**src/rtl/mt9v032_embed_enc_if.sv**
```systemverilog
// Signal bundle between a parallel pixel source and the MT9V032 embedded-sync encoder.
interface mt9v032_embed_enc_if;
    logic [9:0] px_in;
    logic       line_valid_in;
    logic       frame_valid_in;
    logic [9:0] data_out;
    logic       err;

    modport master (
        output px_in,
        output line_valid_in,
        output frame_valid_in,
        input  data_out,
        input  err
    );

    modport slave (
        input  px_in,
        input  line_valid_in,
        input  frame_valid_in,
        output data_out,
        output err
    );
endinterface

```
**src/rtl/mt9v032_embed_enc.sv**
```systemverilog
// Parallel pixel stream to MT9V032-style 10-bit word stream with embedded sync codes.
// Optional framing-violation detection is built when MT9V032_ENC_ERR_EN is defined.
module mt9v032_embed_enc #(
    parameter logic [9:0] BLANK_WORD = 10'd0
) (
    input logic                clk,
    input logic                rst_n,
    mt9v032_embed_enc_if.slave bus_io
);
    localparam int unsigned Depth = 4;

    localparam logic [9:0] CodeFrameEnd  = 10'd3;
    localparam logic [9:0] CodeLineEnd   = 10'd2;
    localparam logic [9:0] CodeLineStart = 10'd1;
    localparam logic [9:0] CodeFrameHi   = 10'd1023;
    localparam logic [9:0] CodeFrameLo   = 10'd0;
    localparam logic [9:0] PixelFloor    = 10'd4;

    // Stage 0 holds the newest slot, stage Depth-1 the slot being encoded.
    logic [9:0]       px_q [Depth];
    logic [9:0]       px_d [Depth];
    logic [Depth-1:0] lv_q, lv_d;
    logic [Depth-1:0] fv_q, fv_d;
    logic             lv_prev_q, fv_prev_q;
    logic [9:0]       data_q, data_d;
    logic             err_q, err_d;

    // Window bit 0 = slot s-1, bit 1 = slot s, up to bit 5 = slot s+4 (live input).
    logic [5:0] fv_w;
    logic [2:0] lv_w;
    logic [2:0] pix_w;

    assign fv_w  = {bus_io.frame_valid_in, fv_q[0], fv_q[1], fv_q[2], fv_q[3], fv_prev_q};
    assign lv_w  = {lv_q[2], lv_q[3], lv_prev_q};
    assign pix_w = lv_w & fv_w[2:0];

    logic c_pix, c_fall, c_end, c_rise_ff, c_rise_0, c_start;

    always_comb begin
        c_pix     = pix_w[1];
        c_fall    = ~fv_w[1] & fv_w[0];
        c_end     = pix_w[0] & fv_w[1];
        // Slot s sits at f-4 or f-2 (1023) or at f-3 (0) ahead of a frame rise f.
        c_rise_ff = (fv_w[5] & ~fv_w[4]) | (fv_w[3] & ~fv_w[2]);
        c_rise_0  = fv_w[4] & ~fv_w[3];
        c_start   = pix_w[2];
    end

    always_comb begin
        px_d[0] = bus_io.px_in;
        for (int i = 1; i < Depth; i++) begin
            px_d[i] = px_q[i-1];
        end
        lv_d = {lv_q[Depth-2:0], bus_io.line_valid_in};
        fv_d = {fv_q[Depth-2:0], bus_io.frame_valid_in};
    end

    always_comb begin
        data_d = BLANK_WORD;
        if (c_pix) begin
            data_d = (px_q[Depth-1] <= PixelFloor) ? PixelFloor : px_q[Depth-1];
        end else if (c_fall) begin
            data_d = CodeFrameEnd;
        end else if (c_end) begin
            data_d = CodeLineEnd;
        end else if (c_rise_ff) begin
            data_d = CodeFrameHi;
        end else if (c_rise_0) begin
            data_d = CodeFrameLo;
        end else if (c_start) begin
            data_d = CodeLineStart;
        end
    end

`ifdef MT9V032_ENC_ERR_EN
    logic [4:0] codes;
    logic       multi_code;
    logic       viol;

    always_comb begin
        codes      = {c_fall, c_end, c_rise_ff, c_rise_0, c_start};
        multi_code = (codes & (codes - 5'd1)) != 5'd0;
        // Line codes under a pixel are normal mid-line; only frame codes collide with pixels.
        viol       = (c_pix ? (c_rise_ff | c_rise_0) : multi_code) | (lv_w[1] & ~fv_w[1]);
        err_d      = err_q | viol;
    end
`else
    assign err_d = 1'b0;
`endif

    always_ff @(posedge clk) begin
        if (!rst_n) begin
            for (int i = 0; i < Depth; i++) begin
                px_q[i] <= '0;
            end
            lv_q      <= '0;
            fv_q      <= '0;
            lv_prev_q <= 1'b0;
            fv_prev_q <= 1'b0;
            data_q    <= '0;
            err_q     <= 1'b0;
        end else begin
            for (int i = 0; i < Depth; i++) begin
                px_q[i] <= px_d[i];
            end
            lv_q      <= lv_d;
            fv_q      <= fv_d;
            lv_prev_q <= lv_q[Depth-1];
            fv_prev_q <= fv_q[Depth-1];
            data_q    <= data_d;
            err_q     <= err_d;
        end
    end

    assign bus_io.data_out = data_q;
    assign bus_io.err      = err_q;
endmodule

```
**src/flat_wrapper.sv**
```systemverilog
// flat-port wrapper written by rule: the top's interface ports become plain ports
module mt9v032_embed_enc_flat 
#(
    parameter logic [9:0] BLANK_WORD = 10'd0
)
  (clk, rst_n, bus_io_px_in, bus_io_line_valid_in, bus_io_frame_valid_in, bus_io_data_out, bus_io_err);
  mt9v032_embed_enc_if bus_io_i ();
  input logic clk;
  input logic rst_n;
  input wire logic [$bits(bus_io_i.px_in)-1:0] bus_io_px_in;
  input wire logic [$bits(bus_io_i.line_valid_in)-1:0] bus_io_line_valid_in;
  input wire logic [$bits(bus_io_i.frame_valid_in)-1:0] bus_io_frame_valid_in;
  output wire logic [$bits(bus_io_i.data_out)-1:0] bus_io_data_out;
  output wire logic [$bits(bus_io_i.err)-1:0] bus_io_err;
  assign bus_io_i.px_in = bus_io_px_in;
  assign bus_io_i.line_valid_in = bus_io_line_valid_in;
  assign bus_io_i.frame_valid_in = bus_io_frame_valid_in;
  assign bus_io_data_out = bus_io_i.data_out;
  assign bus_io_err = bus_io_i.err;
  mt9v032_embed_enc #(.BLANK_WORD(BLANK_WORD)) u_core (.clk(clk), .rst_n(rst_n), .bus_io(bus_io_i));
endmodule
```
**config.mk**
```make
export PLATFORM = sky130hd
export DESIGN_NAME = mt9v032_embed_enc_flat
export DESIGN_NICKNAME = d
export VERILOG_FILES = /design/src/rtl/mt9v032_embed_enc_if.sv /design/src/rtl/mt9v032_embed_enc.sv /design/src/flat_wrapper.sv
export SDC_FILE = /design/constraint.sdc
export NUM_CORES = 1
export LEC_CHECK = 0
export ABC_AREA = 1
export BUFFER_PORTS_ARGS = -buffer_cell sky130_fd_sc_hd__buf_2
export CAP_MARGIN = 15
export CORE_UTILIZATION = 35
export CTS_CLUSTER_SIZE = 20
export DETAILED_ROUTE_END_ITERATION = 8
export PLACE_DENSITY_LB_ADDON = 0.1
export SYNTH_ARGS = -nofsm -noshare
export SYNTH_HDL_FRONTEND = slang
export SYNTH_SLANG_ARGS = --single-unit
```
**constraint.sdc**
```tcl
create_clock -name clk -period 0.9 [get_ports clk]
set_input_delay 0.09 -clock clk [delete_from_list [all_inputs] [get_ports clk]]
set_output_delay 0.09 -clock clk [all_outputs]
set_load 0.01 [all_outputs]
```
==> results of run 1 <==
-- repair_timing --
item                                    CTS  global route
endpoints found under the hold margin    12             0
setup buffers                             0             1
pin swaps                                 3             4
gates resized for setup                   7            17
endpoints found under the setup margin   10            13
hold buffers                             12             0
-- path summary, 6_finish.rpt --
check                              endpoint               from  depth (start not counted)
setup / recovery  u_core.bus_io.data_out[0]     u_core.fv_q[0]                          9
hold / removal             u_core.lv_prev_q              rst_n                          3
setup reg to reg  u_core.bus_io.data_out[0]     u_core.fv_q[0]                          9
hold reg to reg           u_core.px_q[2][1]  u_core.px_q[1][1]                          2
-- synthesized netlist by cell type, drive strengths merged --
cell	instances	area, sq um
a21oi	10	53.8
buf	7	37.5
clkinv	2	12.5
conb	1	3.75
dfxtp	60	1200
inv	59	221
nand2	77	294
nand3	3	20.0
nor2	6	22.5
o21ai	3	26.3
-- cell families (layout without fill, tap and decap cells) --
| kind of cell | Yosys count | in the layout | synth area share (%) |
|---|---|---|---|
| simple gates | 86 | 86 | 17.8 |
| buf+inv | 68 | 117 | 14.3 |
| flops | 60 | 60 | 63.4 |
| compound gates | 13 | 13 | 4.23 |
| other cells | 1 | 1 | 0.198 |
-- critical path, stage by stage (launching register included) --
cell and delay [ns]:
dfxtp_2 0.35, inv_2 0.04, nand2_2 0.07, nand2_4 0.06, inv_2 0.05, nand2_1 0.04, nand2_1 0.07, nand2_2 0.05
nor2_2 0.09, nor2_1 0.04
-- stage by stage --
step	instance area (sq um)	total power [uW]	setup WS, ns	setup TNS (ns)	std cells
2_1_floorplan	1900	3010	0.00371	0	228
3_5_place_dp	2110	3100	-0.0656	-0.235	318
6_report	2460	5100	-0.0589	-0.390	347
3_3_place_gp	2110	3090	-0.0553	-0.153	318
5_1_grt	2460	5390	-0.153	-1.09	347
4_1_cts	2410	5160	-0.0451	-0.332	346
-- sequential cells by signal (all words and copies together), names as in the netlist --
name	cells
u_core.lv_q	4
u_core.fv_q	4
u_core.px_q	40
u_core.fv_prev_q	1
u_core.lv_prev_q	1
u_core.bus_io.data_out	10
-- power breakdown --
part	switching, uW	total, uW	internal (uW)
clock	942	1990	1050
sequential	30.0	2790	2760
combinational	156	310	155
-- area by class of cell --
class	instances	share of cell area (%)
clock buffers	11	5.75
clock inverters	5	1.12
inverters	61	9.61
multi-input cells	100	18.7
flip-flops and latches	60	49.4
well taps	70	3.56
repair buffers	40	11.9
-- per-layer routing --
| metal | vias to the layer above | track usage, % |
|---|---|---|
| met5 | - | 0 |
| met4 | 0 | 6.17 |
| met3 | 5 | 8.33 |
| met2 | 27 | 17.8 |
| met1 | 472 | 10.8 |
| li1 | 726 | - |
==> flow_summary.ini, run 1 <==
[placement]
io_buffers = 23
place_congestion = 0.784
hpwlAfterDp_mm = 1.46

[outcome]
status = finished, violations left
violations = setup timing

[worst_setup_path]
crit_arrival_ns = 1.19
worstSetupEndpointType = flip-flop
critPathKind = reg -> reg
critPathLaunchType = flip-flop
cp_max_fo = 3
cp.required_ns = 1.13
r2r_slack_ns = -0.06

[drt]
detail_route.wl_per_cell_um = 7.20
drt_pass1_iterations = 4
wl_mm = 2.50
top_layer = met4
drc = 0
viasPerCell = 3.54
wl_met3_um = 176
ant_nets = 0
drt-met1-wl_mm = 1.14
wl_met2_mm = 1.14
vias = 1230
drt-initial-drc-count = 15

[global_route]
grt_max_degree = 34
grt_use_total_pct = 11.3
antenna_found_initial = 0
grt_first_pass_wirelength_mm = 4.46
grt_overflow = 0
grt_pass1_vias = 1123

[sta]
fin_crit_ns = 0.959
whs_ns = 0.0645
finalHoldViolations = 0
finalClockSkew_ns = 0.00724
max_freq_mhz = 1040
final_max_slew_viol_count = 0
timing.final.crit_share_pct = 107
fin_ws_ns = -0.0589
finalSetupViolations = 10
rsz0062_at_grt = yes

[clock_tree]
cts_max_level = 3
clock_path_buffers = 2
cts.sinks = 60
cts_buffers = 9
path_clk_slew_ns = 0.06
cts-root-buf = clkbuf_8
clock_latency_ns = 0.33
cts_tree = built

[die]
io-pin-count = 25
die_h_um = 75.5
initial_core_util_pct = 36.6
fp.dieW_um = 75.5
num_rows = 26
core_sq_um = 5170
dieArea_sq_um = 5710

[cells_and_area]
drive_gt1_share_pct = 25.3
multiInputGateArea_sq_um = 460
final_common_cell = nand2_1
layout.nets = 286
area_delta_synth_final_pct = 29.9
final_cell_mix = nand2_1 (71), inv_1 (55), dfxtp_1 (51)
seq_area_sq_um = 1210
n_fill_cell = 513
n_antenna_cell = 0
fin_util_pct = 47.6

[power]
irDropWorstVdd_uv = 1330
p_leak_uw = 0.00144
p_per_area_nw_per_um2 = 2070

[synthesis]
ys_seq_elements = 60
synth_fp_nets = 242
syn_area_per_cell_sq_um = 8.30
ys_types = 18
syn_area_sq_um = 1890
syn_inst = 228
ys_warn_count = 0
ys_seq_area_share_pct = 63.5

[worst_hold_path]
hp-class = in -> reg

[job]
maxCapViolCount = 0
(Power assumes the default switching activity.)
==> inputs of run 2 (changes only) <==
Settings changed: RECOVER_POWER from default to 100.
==> run 2 against run 1 <==
  * The flow still finishes with violations (setup timing)
  * Via count stayed put
  * Critical path type unchanged
  * Largest power group unchanged
  * Highest routed layer unchanged
  * Power hardly changed
  * Clock skew stayed put
  * Flip-flop and latch count stayed put
  * Worst setup slack stayed put
==> flow_summary.ini, run 2 (synthesized netlist as in run 1, its figures left out) <==
[worst_setup_path]
critPathKind = reg -> reg
critPathLaunchType = flip-flop
cp_max_fo = 3
r2r_slack_ns = -0.06
worstReg2RegEnd = u_core.bus_io.data_out[0]
worstSetupEndpointType = flip-flop
cp.required_ns = 1.13
r2r-start = u_core.fv_q[0]
crit_arrival_ns = 1.19
r2r_cells = 9

[power]
irDropWorstVdd_uv = 1330
power.share.sequential_pct = 54.8
p_per_area_nw_per_um2 = 2080
p_int_uw = 3960
switching_power_uw = 1130
p_comb_share_pct = 6.0
p_sw_share_pct = 22.1
power_frac_clock_pct = 39.2
p_leak_uw = 0.00144

[drt]
ant_nets = 0
drt-initial-drc-count = 15
drt_pass1_iterations = 4
wl_mm = 2.50
vias = 1230
viasPerCell = 3.54
detail_route.wl_per_cell_um = 7.20
drc = 0

[cells_and_area]
regMostFlops = u_core.px_q
final_cell_mix = nand2_1 (71), inv_1 (55), dfxtp_1 (51)
final_cell_area_sq_um = 2450
drive_gt1_share_pct = 25.3
layout.nets = 286
area_delta_synth_final_pct = 29.6
n_antenna_cell = 0
largest_register_ffs = 40
final_common_cell = nand2_1

[placement]
place_congestion = 0.784
hpwlAfterDp_mm = 1.46
post_dp_cell_area_sq_um = 2110
io_buffers = 23

[global_route]
grt_pass1_vias = 1123
grt_overflow = 0
grt_max_degree = 34
grt_first_pass_wirelength_mm = 4.46
grt_use_total_pct = 11.3
antenna_found_initial = 0

[die]
num_rows = 26
core_sq_um = 5170
die_h_um = 75.5
initial_core_util_pct = 36.6
fp.dieW_um = 75.5
dieArea_sq_um = 5710
io-pin-count = 25

[sta]
finalClockSkew_ns = 0.00724
finalHoldViolations = 0
finalSetupViolations = 10
rsz0062_at_grt = yes
fin_crit_ns = 0.959
max_freq_mhz = 1040
final_max_slew_viol_count = 0
whs_ns = 0.0645
fin_ws_ns = -0.0589
timing.final.crit_share_pct = 107

[outcome]
status = finished, violations left
violations = setup timing

[worst_hold_path]
min_from = rst_n
hp-class = in -> reg
worstHoldPathCells = 3
min_to = u_core.lv_prev_q

[clock_tree]
path_clk_slew_ns = 0.06
cts_buffers = 9
clock_latency_ns = 0.33
clock_path_buffers = 2
cts_tree = built
cts.sinks = 60
cts_max_level = 3
cts-root-buf = clkbuf_8

[job]
maxCapViolCount = 0
run 2: cell count changes in the layout (fill, tap and decap cells not counted), sizes merged:
cell    previous run  this run
buf               28        25
clkbuf            11        14
run 2: final cells by class:
cell class | instances | area (sq um)
tap | 70 | 87.6
sequential | 60 | 1210
clock inverter | 5 | 27.5
timing repair buffer | 40 | 285
inverter | 61 | 236
multi-input combinational | 100 | 460
clock buffer | 11 | 141
fill | 515 | 2720
run 2: timing repair:
action / 4_1_cts / 5_1_grt
pin swaps: 3 / 4
gates resized for setup: 7 / 17
buffers inserted: 0 / 1
endpoints found under the setup margin: 10 / 13
hold buffers: 12 / 0
endpoints found under the hold margin: 12 / 0
run 2: worst max-delay path: stages (launching register included):
cell and delay, ns:
dfxtp_2 0.35, inv_2 0.04, nand2_2 0.07, nand2_4 0.06, inv_2 0.05, nand2_1 0.04, nand2_1 0.07, nand2_2 0.05
nor2_2 0.09, nor2_1 0.04
run 2: worst max-delay path by stage:
| stage | cells past startpoint | end | startpoint |
|---|---|---|---|
| 2_1_floorplan | 9 | u_core.bus_io.data_out[0] | u_core.fv_q[2] |
| 3_3_place_gp | 6 | u_core.bus_io.data_out[1] | u_core.px_q[3][3] |
| 3_5_place_dp | 9 | u_core.bus_io.data_out[0] | u_core.fv_q[0] |
| 4_1_cts | 4 | u_core.bus_io.data_out[6] | u_core.fv_q[3] |
| 5_1_grt | 9 | u_core.bus_io.data_out[0] | u_core.fv_q[0] |
| 6_report | 9 | u_core.bus_io.data_out[0] | u_core.fv_q[0] |
run 2: metal layers:
metal  global-route usage [%]  vias up  share of wire, %
li1                         -      726                 -
met1                     10.8      472                46
met2                     17.8       27                45
met3                     8.33        5               7.1
met4                     6.17        0               1.8
met5                        0        -                 0
run 2: metrics by stage:
step	setup TNS, ns	total power (uW)	instances	setup WS (ns)	utilization [%]
after floorplan	0	3010	228	0.00371	-
after global placement	-0.153	3090	318	-0.0553	40.7
after detailed placement	-0.235	3100	318	-0.0656	40.7
after CTS	-0.332	5160	346	-0.0451	46.5
after global routing	-1.09	5390	347	-0.153	47.4
final	-0.390	5090	347	-0.0589	47.4
run 2: power by group through the flow:
| stage | registers [uW] | logic [uW] | clock network, uW |
|---|---|---|---|
| after CTS | 2790 | 294 | 2080 |
| after global placement | 2850 | 245 | 0 |
| after floorplan | 2860 | 145 | 0 |
| final | 2790 | 307 | 1990 |
| after global routing | 2800 | 354 | 2240 |
| after detailed placement | 2850 | 248 | 0 |
==> inputs of run 3 (changes only) <==
Settings changed: CORE_UTILIZATION 35 to 45.
==> run 3 against run 2 <==
  * The flow still finishes with violations (setup timing)
  * Worst setup slack improved by 0.017 ns
  * Cell area decreased by 0.61%
  * Flip-flop and latch count unchanged
  * Hold slack got worse by 0.015 ns
  * Final cell count decreased by 6.1%
  * Via count increased by 4.4%
  * Register-to-register slack improved by 0.02 ns
  * Global-route usage increased by 2.3 points
  * Clock skew decreased by 0.0036 ns
  * Clock power increased by 30%
  * Wire length decreased by 0.64%
  * Critical endpoint is now u_core.bus_io.data_out[9]
  * Highest routed layer unchanged
==> flow_summary.ini, run 3 (synthesized netlist as in run 1, its figures left out) <==
[drt]
ant_nets = 0
drt_pass1_iterations = 4
wl_mm = 2.48
drt-met1-wl_mm = 1.18
wl_met3_um = 125
detail_route.wl_per_cell_um = 7.62
viasPerCell = 3.94
wl_met2_mm = 1.10
top_layer = met4
drc = 0
drt-initial-drc-count = 22
vias = 1284

[die]
fp.dieW_um = 66.9
dieArea_sq_um = 4470
die_h_um = 66.9
core_sq_um = 4030
io-pin-count = 25
initial_core_util_pct = 47.0
num_rows = 23

[clock_tree]
path_clk_slew_ns = 0.06
clock_path_buffers = 2
cts-root-buf = clkbuf_8
cts_tree = built
cts.sinks = 60
cts_buffers = 9
clock_latency_ns = 0.33
cts_max_level = 3

[global_route]
grt_pass1_vias = 1097
grt_max_degree = 48
grt_first_pass_wirelength_mm = 4.20
grt_use_total_pct = 13.6
antenna_found_initial = 0
grt_overflow = 0

[worst_setup_path]
startpoint = u_core.fv_q[3]
worstSetupEndpointType = flip-flop
cp_slowest_cell = dfxtp_4
r2r-start = u_core.fv_q[3]
cp_top_family = flip-flops
worst-path-stages = 4
slowest_delay_ns = 0.37
crit_path_end = u_core.bus_io.data_out[9]
crit_arrival_ns = 1.20
cp_num_buf_inv = 1
r2r_slack_ns = -0.04
critPathLaunchType = flip-flop
worstPathCellList = inv_2 > o21ai_4 > nand3_2 > a21oi_1
cp_max_fo = 7
cp.required_ns = 1.16
worstReg2RegEnd = u_core.bus_io.data_out[9]
critPathKind = reg -> reg
r2r_cells = 4

[placement]
hpwlAfterDp_mm = 1.42
io_buffers = 23
post_dp_cell_area_sq_um = 2070
dp_worst_setup_slack_ns = -0.0671
place_congestion = 0.720

[cells_and_area]
final_cell_mix = nand2_1 (73), inv_1 (56), dfxtp_1 (54)
drive_gt1_share_pct = 22.1
fin_util_pct = 60.5
largest_register_ffs = 40
layout.nets = 285
final_cell_area_sq_um = 2440
n_antenna_cell = 0
regMostFlops = u_core.px_q
final_common_cell = nand2_1
area_delta_synth_final_pct = 28.8

[sta]
fin_crit_ns = 0.942
finalClockSkew_ns = 0.00363
rsz0062_at_grt = yes
final_max_slew_viol_count = 0
fin_ws_ns = -0.0419
whs_ns = 0.0496
finalHoldViolations = 0
finalSetupViolations = 10
max_freq_mhz = 1060
timing.final.crit_share_pct = 105

[outcome]
status = finished, violations left
violations = setup timing

[worst_hold_path]
hp-class = in -> reg

[job]
maxCapViolCount = 0

[power]
irDropWorstVdd_uv = 1670
p_per_area_nw_per_um2 = 2320
p_leak_uw = 0.00145
[run 3: cell count changes in the layout (fill, tap and decap cells not counted), moves of 2 or more]
cell,change
nand2_1,+2
dfxtp_1,+3
buf_2,+3
bufinv_16,+2
dfxtp_2,-3
clkbuf_2,-3
[run 3: repair_timing]
| item | 4_1_cts | 5_1_grt |
|---|---|---|
| setup endpoints to repair | 10 | 11 |
| hold buffers | 12 | 0 |
| setup buffers | 0 | 1 |
| gates resized for setup | 3 | 9 |
| hold endpoints to repair | 12 | 0 |
| pin swaps | 3 | 5 |
[run 3: per-layer routing]
layer | global-route usage [%] | up-vias
met4 | 14.4 | 0
li1 | - | 723
met3 | 4.62 | 9
met5 | 0 | -
met1 | 13.2 | 525
met2 | 21.5 | 27
[run 3: report_power, final]
part	leakage (uW)	total [uW]	internal, uW	switching (uW)
clock network	0.000113	2580	1620	960
logic	0.000844	290	141	149
registers	0.000495	2790	2760	29.0
total	0.00145	5660	4520	1140
[run 3: layout make-up]
type / count / area (sq um)
Clock buffer: 11 / 141
Clock inverter: 5 / 75.1
Fill cell: 360 / 1590
Inverter: 61 / 234
Multi-Input combinational cell: 100 / 437
Sequential cell: 60 / 1210
Tap cell: 50 / 62.6
Timing Repair Buffer: 39 / 278
[run 3: per-stage QoR]
stage	std cells	TNS, ns	total power [uW]
2_1_floorplan	228	0	3010
3_3_place_gp	297	-0.158	3090
3_5_place_dp	297	-0.341	3090
4_1_cts	325	-0.394	5720
5_1_grt	326	-1.01	5900
6_report	326	-0.313	5660
[run 3: worst min path at each step]
stage,from,end,slack (ns),cells after the start
final,rst_n,u_core.fv_q[3],0.05,3
after detailed placement,bus_io_px_in[0],u_core.px_q[0][0],0.27,3
after global routing,rst_n,u_core.fv_q[3],0.05,3
after global placement,bus_io_px_in[0],u_core.px_q[0][0],0.26,3
after CTS,rst_n,u_core.fv_q[3],0.04,3
after floorplan,bus_io_frame_valid_in,u_core.fv_q[0],0.18,2
[run 3: worst reg2reg max path, delay by kind of cell (launching register included)]
| family | cells | cell delay [ns] |
|---|---|---|
| flip-flops | 1 | 0.37 |
| buffers and inverters | 1 | 0.05 |
| AO/OA/AOI/OAI | 2 | 0.30 |
| AND/OR/NAND/NOR | 1 | 0.15 |
